**config.mk**
```make
export PLATFORM = sky130hd
export DESIGN_NAME = imem_boot_loader
export DESIGN_NICKNAME = d
export VERILOG_FILES = /design/src/rtl/imem_boot_loader_pkg.sv /design/src/rtl/imem_boot_loader_word_packer.sv /design/src/rtl/imem_boot_loader.sv
export SDC_FILE = /design/constraint.sdc
export NUM_CORES = 1
export LEC_CHECK = 0
export BUFFER_PORTS_ARGS = -buffer_cell sky130_fd_sc_hd__buf_4
export CORE_MARGIN = 10
export CORE_UTILIZATION = 45
export CTS_BUF_LIST = sky130_fd_sc_hd__clkbuf_4
export CTS_CLUSTER_DIAMETER = 80
export CTS_CLUSTER_SIZE = 24
export DETAILED_ROUTE_END_ITERATION = 10
export GPL_TIMING_DRIVEN = 1
export PLACE_DENSITY = 0.74
export SLEW_MARGIN = 30
export SYNTH_ARGS = -nofsm -noshare
export SYNTH_HDL_FRONTEND = slang
export SYNTH_SLANG_ARGS = --single-unit
```
**constraint.sdc**
```tcl
create_clock -name clk -period 3.8 [get_ports clk]
set_input_delay 0.38 -clock clk [delete_from_list [all_inputs] [get_ports clk]]
set_output_delay 0.38 -clock clk [all_outputs]
set_load 0.03 [all_outputs]
```
**src/rtl/imem_boot_loader_pkg.sv**
```systemverilog
// Shared definitions for the instruction-memory boot loader: FSM encoding and
// the write-enable pattern for a full 32-bit word.
package imem_boot_loader_pkg;

  typedef enum logic [2:0] {
    ST_HDR0  = 3'd0,
    ST_HDR1  = 3'd1,
    ST_DATA  = 3'd2,
    ST_WRITE = 3'd3,
    ST_DONE  = 3'd4,
    ST_ERR   = 3'd5
  } state_t;

  localparam logic [3:0] W_EN_WORD = 4'hF;

endpackage

```
**src/rtl/imem_boot_loader_word_packer.sv**
```systemverilog
// Packs a byte stream little-endian into 32-bit words. The packed word output
// already contains the byte being strobed in, so the caller can capture it on
// the same edge that completes the word.
module imem_boot_loader_word_packer (
  input  logic        clk,
  input  logic        rst,
  input  logic        clear,
  input  logic        byte_en,
  input  logic [7:0]  byte_in,
  output logic [31:0] word,
  output logic        word_full
);

  logic [1:0]  byte_cnt_reg;
  logic [31:0] word_reg;

  // Lane gi takes the incoming byte when it is the lane currently addressed.
  generate
    for (genvar gi = 0; gi < 4; gi++) begin : g_lane
      assign word[gi*8 +: 8] = (byte_en && (byte_cnt_reg == 2'(gi)))
                               ? byte_in : word_reg[gi*8 +: 8];
    end
  endgenerate

  assign word_full = byte_en && (byte_cnt_reg == 2'd3);

  always_ff @(posedge clk or posedge rst) begin
    if (rst) begin
      byte_cnt_reg <= 2'd0;
      word_reg     <= 32'd0;
    end else if (clear) begin
      byte_cnt_reg <= 2'd0;
      word_reg     <= 32'd0;
    end else if (byte_en) begin
      byte_cnt_reg <= byte_cnt_reg + 2'd1;
      word_reg     <= word;
    end
  end

endmodule

```
**src/rtl/imem_boot_loader.sv**
```systemverilog
// Boot loader: receives a length-prefixed byte image, writes it word by word
// into the instruction SRAM and holds the core in reset until it is complete.
module imem_boot_loader
  import imem_boot_loader_pkg::*;
#(
  parameter logic [15:0] BASE_ADDR = 16'h0000,
  parameter int unsigned MAX_WORDS = 16384
) (
  input  logic        clk,
  input  logic        rst,
  input  logic        byte_valid,
  input  logic [7:0]  byte_data,
  output logic        byte_ready,
  input  logic        reload,
  output logic [3:0]  im_w_en,
  output logic [15:0] im_address,
  output logic [31:0] im_write_data,
  output logic        cpu_rst,
  output logic        load_done,
  output logic        load_err
);

  localparam logic [16:0] MAX_W = 17'(MAX_WORDS);

  state_t      state_reg;
  logic [15:0] hdr_reg;
  logic [15:0] word_cnt_reg;
  logic [3:0]  im_w_en_reg;
  logic [15:0] im_address_reg;
  logic [31:0] im_write_data_reg;
  logic        cpu_rst_reg;
  logic        load_done_reg;
  logic        load_err_reg;

  logic        xfer;
  logic        pack_en;
  logic        pack_clear;
  logic [31:0] packed_word;
  logic        word_full;
  logic [15:0] hdr_word;

  // Ready is a pure decode of the state so it never depends on byte_valid.
  assign byte_ready = (state_reg == ST_HDR0) || (state_reg == ST_HDR1) ||
                      (state_reg == ST_DATA);
  assign xfer       = byte_valid && byte_ready;
  assign pack_en    = xfer && (state_reg == ST_DATA);
  assign pack_clear = (state_reg == ST_DONE) && reload;
  assign hdr_word   = {byte_data, hdr_reg[7:0]};

  imem_boot_loader_word_packer u_packer (
    .clk       (clk),
    .rst       (rst),
    .clear     (pack_clear),
    .byte_en   (pack_en),
    .byte_in   (byte_data),
    .word      (packed_word),
    .word_full (word_full)
  );

  always_ff @(posedge clk or posedge rst) begin
    if (rst) begin
      state_reg         <= ST_HDR0;
      hdr_reg           <= 16'd0;
      word_cnt_reg      <= 16'd0;
      im_w_en_reg       <= 4'd0;
      im_address_reg    <= BASE_ADDR;
      im_write_data_reg <= 32'd0;
      cpu_rst_reg       <= 1'b1;
      load_done_reg     <= 1'b0;
      load_err_reg      <= 1'b0;
    end else begin
      im_w_en_reg <= 4'd0;
      case (state_reg)
        ST_HDR0: begin
          if (xfer) begin
            hdr_reg[7:0] <= byte_data;
            state_reg    <= ST_HDR1;
          end
        end
        ST_HDR1: begin
          if (xfer) begin
            hdr_reg[15:8] <= byte_data;
            if (hdr_word == 16'd0) begin
              state_reg     <= ST_DONE;
              cpu_rst_reg   <= 1'b0;
              load_done_reg <= 1'b1;
            end else if ({1'b0, hdr_word} > MAX_W) begin
              state_reg    <= ST_ERR;
              load_err_reg <= 1'b1;
            end else begin
              state_reg <= ST_DATA;
            end
          end
        end
        ST_DATA: begin
          // The fourth byte completes the word; the SRAM write is issued next cycle.
          if (word_full) begin
            state_reg         <= ST_WRITE;
            im_w_en_reg       <= W_EN_WORD;
            im_address_reg    <= BASE_ADDR + (word_cnt_reg << 2);
            im_write_data_reg <= packed_word;
          end
        end
        ST_WRITE: begin
          word_cnt_reg <= word_cnt_reg + 16'd1;
          if (word_cnt_reg == hdr_reg - 16'd1) begin
            state_reg     <= ST_DONE;
            cpu_rst_reg   <= 1'b0;
            load_done_reg <= 1'b1;
          end else begin
            state_reg <= ST_DATA;
          end
        end
        ST_DONE: begin
          if (reload) begin
            state_reg     <= ST_HDR0;
            hdr_reg       <= 16'd0;
            word_cnt_reg  <= 16'd0;
            cpu_rst_reg   <= 1'b1;
            load_done_reg <= 1'b0;
          end
        end
        ST_ERR: begin
          state_reg <= ST_ERR;
        end
        default: begin
          state_reg <= ST_HDR0;
        end
      endcase
    end
  end

  assign im_w_en       = im_w_en_reg;
  assign im_address    = im_address_reg;
  assign im_write_data = im_write_data_reg;
  assign cpu_rst       = cpu_rst_reg;
  assign load_done     = load_done_reg;
  assign load_err      = load_err_reg;

endmodule

```
==> results.sh, run 1 <==
export IMPL_status="finished, final reports clean"
export IMPL_crit_type="reg2reg"
export IMPL_rsz0062_at_grt="no"
export IMPL_cp_slowest_cell="dfrtp_1"
export IMPL_cts_buffer_depth=2
export IMPL_dp_hpwl_um=9270
export IMPL_synthTopCellsByArea="dfrtp_1, nand2_1, mux2i_1"
export IMPL_yosysUniqueCellTypes=56
export IMPL_setup_viol=0
export IMPL_syn_avg_cell_area_sq_um=9.82
export IMPL_cts_hold_buf=0
export IMPL_grt_pass1_vias=4206
export IMPL_worst_pin_slew_ns=0.807
export IMPL_die_y_um=129
export IMPL_finalHoldViolCount=0
export IMPL_io_pins=68
export IMPL_nets=599
export IMPL_pwr_share_comb_pct=28.2
export IMPL_regArea_sq_mm=0.00278
export IMPL_p_clk_share_pct=20.7
export IMPL_synth_top_area_share_pct=51.2
export IMPL_worstSkewPairLatency_ns=0.49
export IMPL_drt_total_wl_um=12800
export IMPL_cts_resized=0
export IMPL_p_int_mw=1.85
export IMPL_path_cells="inv_1 > ha_1 > nor3b_2 > nand3_2 > a2111oi_2 > nand4b_1 > or2_1 > o22a_1"
export IMPL_grt_use_total_pct=16.1
export IMPL_final_area_sq_mm=0.00601
export IMPL_p_per_area_mw_per_mm2=484
export IMPL_multi_input_area_sq_mm=0.00235
export IMPL_clock_sinks=111
export IMPL_period_needed_ns=2.44
export IMPL_slew_violations=0
export IMPL_synth_cells=547
export IMPL_avgRoutedWirePerCell_um=17.6
export IMPL_utilization_pct=51.9
export IMPL_numCtsBuffers=9
export IMPL_yosysWarnings=0
export IMPL_htree_levels=3
export IMPL_antennaDiodeCount=0
export IMPL_synth_area_leader_cell="dfrtp_1"
export IMPL_drv_cap=0
export IMPL_placed_area_sq_mm=0.00587
export IMPL_start_kind="flop"
export IMPL_grt_antenna_before_repair=0
export IMPL_grt_ovfl_total=0
export IMPL_num_vias=4047
export IMPL_cts_setup_buffers=0
export IMPL_first_pass_iters=4
export IMPL_end_kind="flop"
export IMPL_portBuffers=65
export IMPL_power_total_mw=2.91
export IMPL_reg2reg_to="cpu_rst"
export IMPL_route_detailed_drc=0
export IMPL_vias_per_cell=5.56
export IMPL_gp_congestion=0.880
export IMPL_row_count=39
export IMPL_grt_pass1_wl_um=21700
export IMPL_async_flop_share_pct=100
export IMPL_largest_register_ff_count=32
export IMPL_clock_fmax_mhz=410
export IMPL_path_max_fanout=8
export IMPL_dieWidth_um=129
export IMPL_r2r_setup_slack_ns=1.36
export IMPL_hold_ws_ns=0.0374
export IMPL_syn_to_final_growth_pct=11.8
export IMPL_fin_worst_skew_ns=0.0201
export IMPL_synth_top_cells_by_count="nand2_1, dfrtp_1, o21ai_0, clkbuf_1, nor2_1"
export IMPL_finalSetupTns_ns=0
export IMPL_syn_area_sq_mm=0.00537
export IMPL_cts_tree="yes"
export IMPL_drive_above_1_share_pct=17.1
export IMPL_die_area_sq_mm=0.0167
export IMPL_p_sw_mw=1.06
export IMPL_start_util_pct=46.4
export IMPL_fin_crit_sh_pct=64.2
export IMPL_holdCritPathClass="in2async"
export IMPL_drt_iter0_markers=282
export IMPL_root_buffer="clkbuf_4"
export IMPL_worstRegToRegCells=8
export IMPL_worst_slack_ns=1.36
export IMPL_reg2reg_from="hdr_reg[0]"
export IMPL_p_sw_share_pct=36.5
export IMPL_grt_max_degree=67
export IMPL_path_clk_slew_ns=0.18
export IMPL_maxSlewHeadroom_pct=46.2
export IMPL_power_leakage_nw=2.83
export IMPL_synth_most_common_cell="nand2_1"
export IMPL_setup_worst_path_end="cpu_rst"
export IMPL_crit_start="hdr_reg[0]"
export IMPL_cp_data_required_time_ns=4.24
export IMPL_dp_cells=712
export IMPL_synth_enable_flop_cells=0
export IMPL_critical_path_max_stage_delay_ns=0.48
export IMPL_final_cells=728
export IMPL_ir_worst_vdd_mv=0.243
export IMPL_ant_nets=0
export IMPL_p_seq_share_pct=51.1
export IMPL_core_sq_mm=0.0116
export IMPL_ys_seq_elements=111
export IMPL_ys_seq_area_share_pct=51.7
export IMPL_place_ws_ns=1.39
export IMPL_ys_flop_type="dfrtp_1"
export IMPL_fill_cells=1028
export IMPL_arrival_ns=2.88
-- cells in the final DEF (no fill, tap or decap), drive strengths merged, types with 2 or more instances in the layout --
master,Yosys,final
nand2,116,116
dfrtp,110,110
buf,19,69
o21ai,49,49
nor2,29,29
a22o,26,26
mux2i,25,25
xnor2,17,17
xor2,14,14
inv,12,13
a21oi,10,10
clkbuf,29,10
nand4,8,8
nand3,8,8
nor3,7,7
ha,7,7
nor4,6,6
nor2b,5,5
and3,4,4
and2,4,4
nor3b,4,4
clkinv,0,4
mux2,3,3
or2,3,3
nor4b,2,2
nand4b,2,2
nand2b,2,2
and3b,2,2
a22oi,2,2
or3,2,2
conb,1,2
-- worst min-delay path by stage --
stage	from	to	slack, ns	cells after the start
CTS	rst	word_cnt_reg[4]	0.04	2
floorplan	u_packer.word_reg[0]	u_packer.word_reg[0]	0.47	1
detailed placement	load_err	load_err	0.47	1
finish	rst	im_w_en[2]	0.04	2
global route	rst	im_w_en[2]	0.08	2
global placement	im_address[8]	im_address[8]	0.46	2
-- per-layer routing --
metal  share of wire (%)  GRT usage, %
met3                 6.4          4.65
met4                 2.1          5.62
met5                   0             0
met2                  48          26.7
met1                  44          19.7
-- worst max-delay path, delay by kind of cell (launching register included) --
kind,cells,cell delay (ns)
AND/OR/NAND/NOR,4,1.08
AO/OA/AOI/OAI,2,0.56
flip-flops,1,0.48
adder cells (fa/ha/maj),1,0.18
buffers and inverters,1,0.12
-- power by group through the flow --
| stage | logic (mW) | registers [mW] | clock network [mW] |
|---|---|---|---|
| 4_1_cts | 0.823 | 1.48 | 0.616 |
| 3_3_place_gp | 0.795 | 1.50 | 0 |
| 5_1_grt | 0.920 | 1.51 | 0.650 |
| 2_1_floorplan | 0.696 | 1.42 | 0 |
| 6_report | 0.820 | 1.49 | 0.602 |
| 3_5_place_dp | 0.821 | 1.51 | 0 |
-- final cells by class --
cell class                 instances  share of cell area, %
clock buffer                      10                   1.25
clock inverter                     6                   1.00
inverter                          12                  0.792
multi-input combinational        377                   39.1
sequential                       111                   46.3
tap                              143                   2.98
timing repair buffer              69                   8.63
-- logic make-up (layout without fill, tap and decap cells) --
kind of cell	Yosys count	after routing	synth area share [%]
flip-flops	111	111	51.7
AO/OA/AOI/OAI	100	100	12.2
multiplexers	28	28	5.29
other	1	2	0.0698
adder cells (fa/ha/maj)	7	7	1.63
buffers and inverters	60	97	4.96
XOR/XNOR	32	32	5.54
AND/OR/NAND/NOR	208	208	18.5
(Power assumes the default switching activity.)
==> run 2: changes to the inputs <==
==> constraint.sdc (replaced) <==
create_clock -name clk -period 2.4 [get_ports clk]
set_input_delay 0.24 -clock clk [delete_from_list [all_inputs] [get_ports clk]]
set_output_delay 0.24 -clock clk [all_outputs]
set_load 0.03 [all_outputs]
==> run 2 against run 1 <==
Net effect:
- largest cell class unchanged
- critical path depth fell by 2
- hold slack improved by 0.011 ns
- clock power rose by 57%
- fmax rose by 7.2%
- via count rose by 0.20%
- clock skew rose by 0.0044 ns
- combinational power rose by 74%
==> results.sh, run 2 (same netlist as run 1, synthesis figures left out) <==
export IMPL_nets=610
export IMPL_grt_pass1_vias=4144
export IMPL_gr_usage_met1_pct=19.9
export IMPL_clock_sinks=111
export IMPL_die_y_um=129
export IMPL_groute_layer_met2_usage_pct=25.7
export IMPL_avgRoutedWirePerCell_um=17.4
export IMPL_p_per_area_mw_per_mm2=763
export IMPL_syn_to_final_growth_pct=14.8
export IMPL_first_pass_iters=4
export IMPL_drt_total_wl_um=12800
export IMPL_top_usage_layer="met2"
export IMPL_cp_data_required_time_ns=2.84
export IMPL_grt_ovfl_total=0
export IMPL_drive_above_1_share_pct=19.0
export IMPL_p_seq_share_pct=49.5
export IMPL_worst_pin_slew_ns=0.629
export IMPL_row_count=39
export IMPL_dieWidth_um=129
export IMPL_cts_setup_buffers=0
export IMPL_critical_path_max_stage_delay_ns=0.53
export IMPL_num_vias=4055
export IMPL_p_sw_share_pct=38.1
export IMPL_cts_buffer_depth=2
export IMPL_setup_viol=0
export IMPL_slew_violations=0
export IMPL_core_sq_mm=0.0116
export IMPL_crit_type="reg2reg"
export IMPL_multi_input_area_sq_mm=0.00238
export IMPL_grt_antenna_before_repair=0
export IMPL_worstSkewPairLatency_ns=0.50
export IMPL_numCtsBuffers=9
export IMPL_period_needed_ns=2.27
export IMPL_drt_iter0_markers=335
export IMPL_grt_use_total_pct=15.8
export IMPL_gp_congestion=0.904
export IMPL_fin_worst_skew_ns=0.0245
export IMPL_cp_slowest_cell="dfrtp_1"
export IMPL_maxSlewHeadroom_pct=58.0
export IMPL_drv_cap=0
export IMPL_pwr_share_comb_pct=30.4
export IMPL_finalHoldViolCount=0
export IMPL_p_clk_share_pct=20.1
export IMPL_die_area_sq_mm=0.0167
export IMPL_arrival_ns=2.71
export IMPL_path_clk_slew_ns=0.20
export IMPL_route_detailed_drc=0
export IMPL_power_total_mw=4.70
export IMPL_path_cells="nor4_4 > nand3_2 > a2111oi_4 > nand4b_1 > or2_1 > o22a_1"
export IMPL_antennaDiodeCount=0
export IMPL_cts_tree="yes"
export IMPL_path_max_fanout=8
export IMPL_end_kind="flop"
export IMPL_ir_worst_vdd_mv=0.552
export IMPL_hold_ws_ns=0.0489
export IMPL_vias_per_cell=5.49
export IMPL_status="finished, final reports clean"
export IMPL_final_cell_mix="nand2_1, dfrtp_1, buf_4, o21ai_0, nor2_1"
export IMPL_final_common_cell="nand2_1"
export IMPL_grt_pass1_wl_um=21300
export IMPL_clock_fmax_mhz=440
export IMPL_ant_nets=0
export IMPL_grt_max_degree=74
export IMPL_io_pins=68
export IMPL_grt_util_met3_pct=4.16
export IMPL_root_buffer="clkbuf_4"
export IMPL_power_leakage_nw=2.90
export IMPL_p_sw_mw=1.79
export IMPL_regArea_sq_mm=0.00278
export IMPL_final_cells=739
export IMPL_dp_hpwl_um=9280
export IMPL_fin_crit_sh_pct=94.7
export IMPL_p_int_mw=2.91
export IMPL_dp_cells=720
export IMPL_start_kind="flop"
export IMPL_holdCritPathClass="in2reg"
export IMPL_htree_levels=3
export IMPL_largest_register_ff_count=32
export IMPL_start_util_pct=46.4
export IMPL_portBuffers=65
export IMPL_fill_cells=1027
[run 2: changes by cell type in the layout (fill, tap and decap cells not counted), moves of 2 or more]
cell,delta
buf_4,+6
buf_12,+2
clkinv_1,-2
inv_8,+2
dlygate4sd3_1,+3
[run 2: layout make-up]
type	count	area share, %
multi-input cells	377	38.7
flip-flops and latches	111	45.1
inverters	12	0.791
well taps	143	2.90
clock inverters	7	1.20
clock buffers	9	1.10
repair buffers	80	10.3
[run 2: worst paths after layout]
path / from / end / slack (ns) / cells past startpoint
max: hdr_reg[5] / cpu_rst / 0.13 / 6
min: byte_data[0] / im_write_data[24] / 0.05 / 3
max reg2reg: hdr_reg[5] / cpu_rst / 0.13 / 6
min reg2reg: im_address[7] / im_address[7] / 0.50 / 2
max in group asynchronous: rst / cpu_rst / 1.41 / 4
min in group asynchronous: rst / word_cnt_reg[6] / 0.31 / 3
[run 2: worst max-delay path, delay by kind of cell, from the launching register on]
family | cells | cell delay (ns)
AO/OA/AOI/OAI | 2 | 0.53
flip-flops | 1 | 0.53
AND/OR/NAND/NOR | 4 | 1.15
[run 2: timing repair]
action,CTS,global route
endpoints found under the setup margin,0,4
resized for setup,0,6
hold buffers,3,0
endpoints found under the hold margin,23,0
[run 2: power groups by stage]
stage	Clock (mW)	Sequential, mW	Combinational [mW]
2_1_floorplan	0	2.25	1.10
3_3_place_gp	0	2.34	1.32
3_5_place_dp	0	2.36	1.36
4_1_cts	0.981	2.32	1.37
5_1_grt	1.04	2.37	1.61
6_report	0.945	2.33	1.43
[run 2: layer usage]
metal / up-vias / part of all wire [%] / wire length, um
li1: 1936 / - / -
met1: 1986 / 43 / 5530
met2: 110 / 49 / 6280
met3: 23 / 5.7 / 732
met4: 0 / 2.2 / 287
met5: - / 0 / 0
[run 2: through the flow]
step                      setup slack (ns)  setup TNS (ns)  utilization (%)  area (sq um)
after floorplan                      0.284               0                -          5380
after global routing              -0.00865        -0.00865             53.3          6170
after global placement               0.155               0             51.5          5960
final                                0.126               0             53.3          6170
after detailed placement            0.0606               0             51.5          5960
after CTS                           0.0365               0             53.0          6130
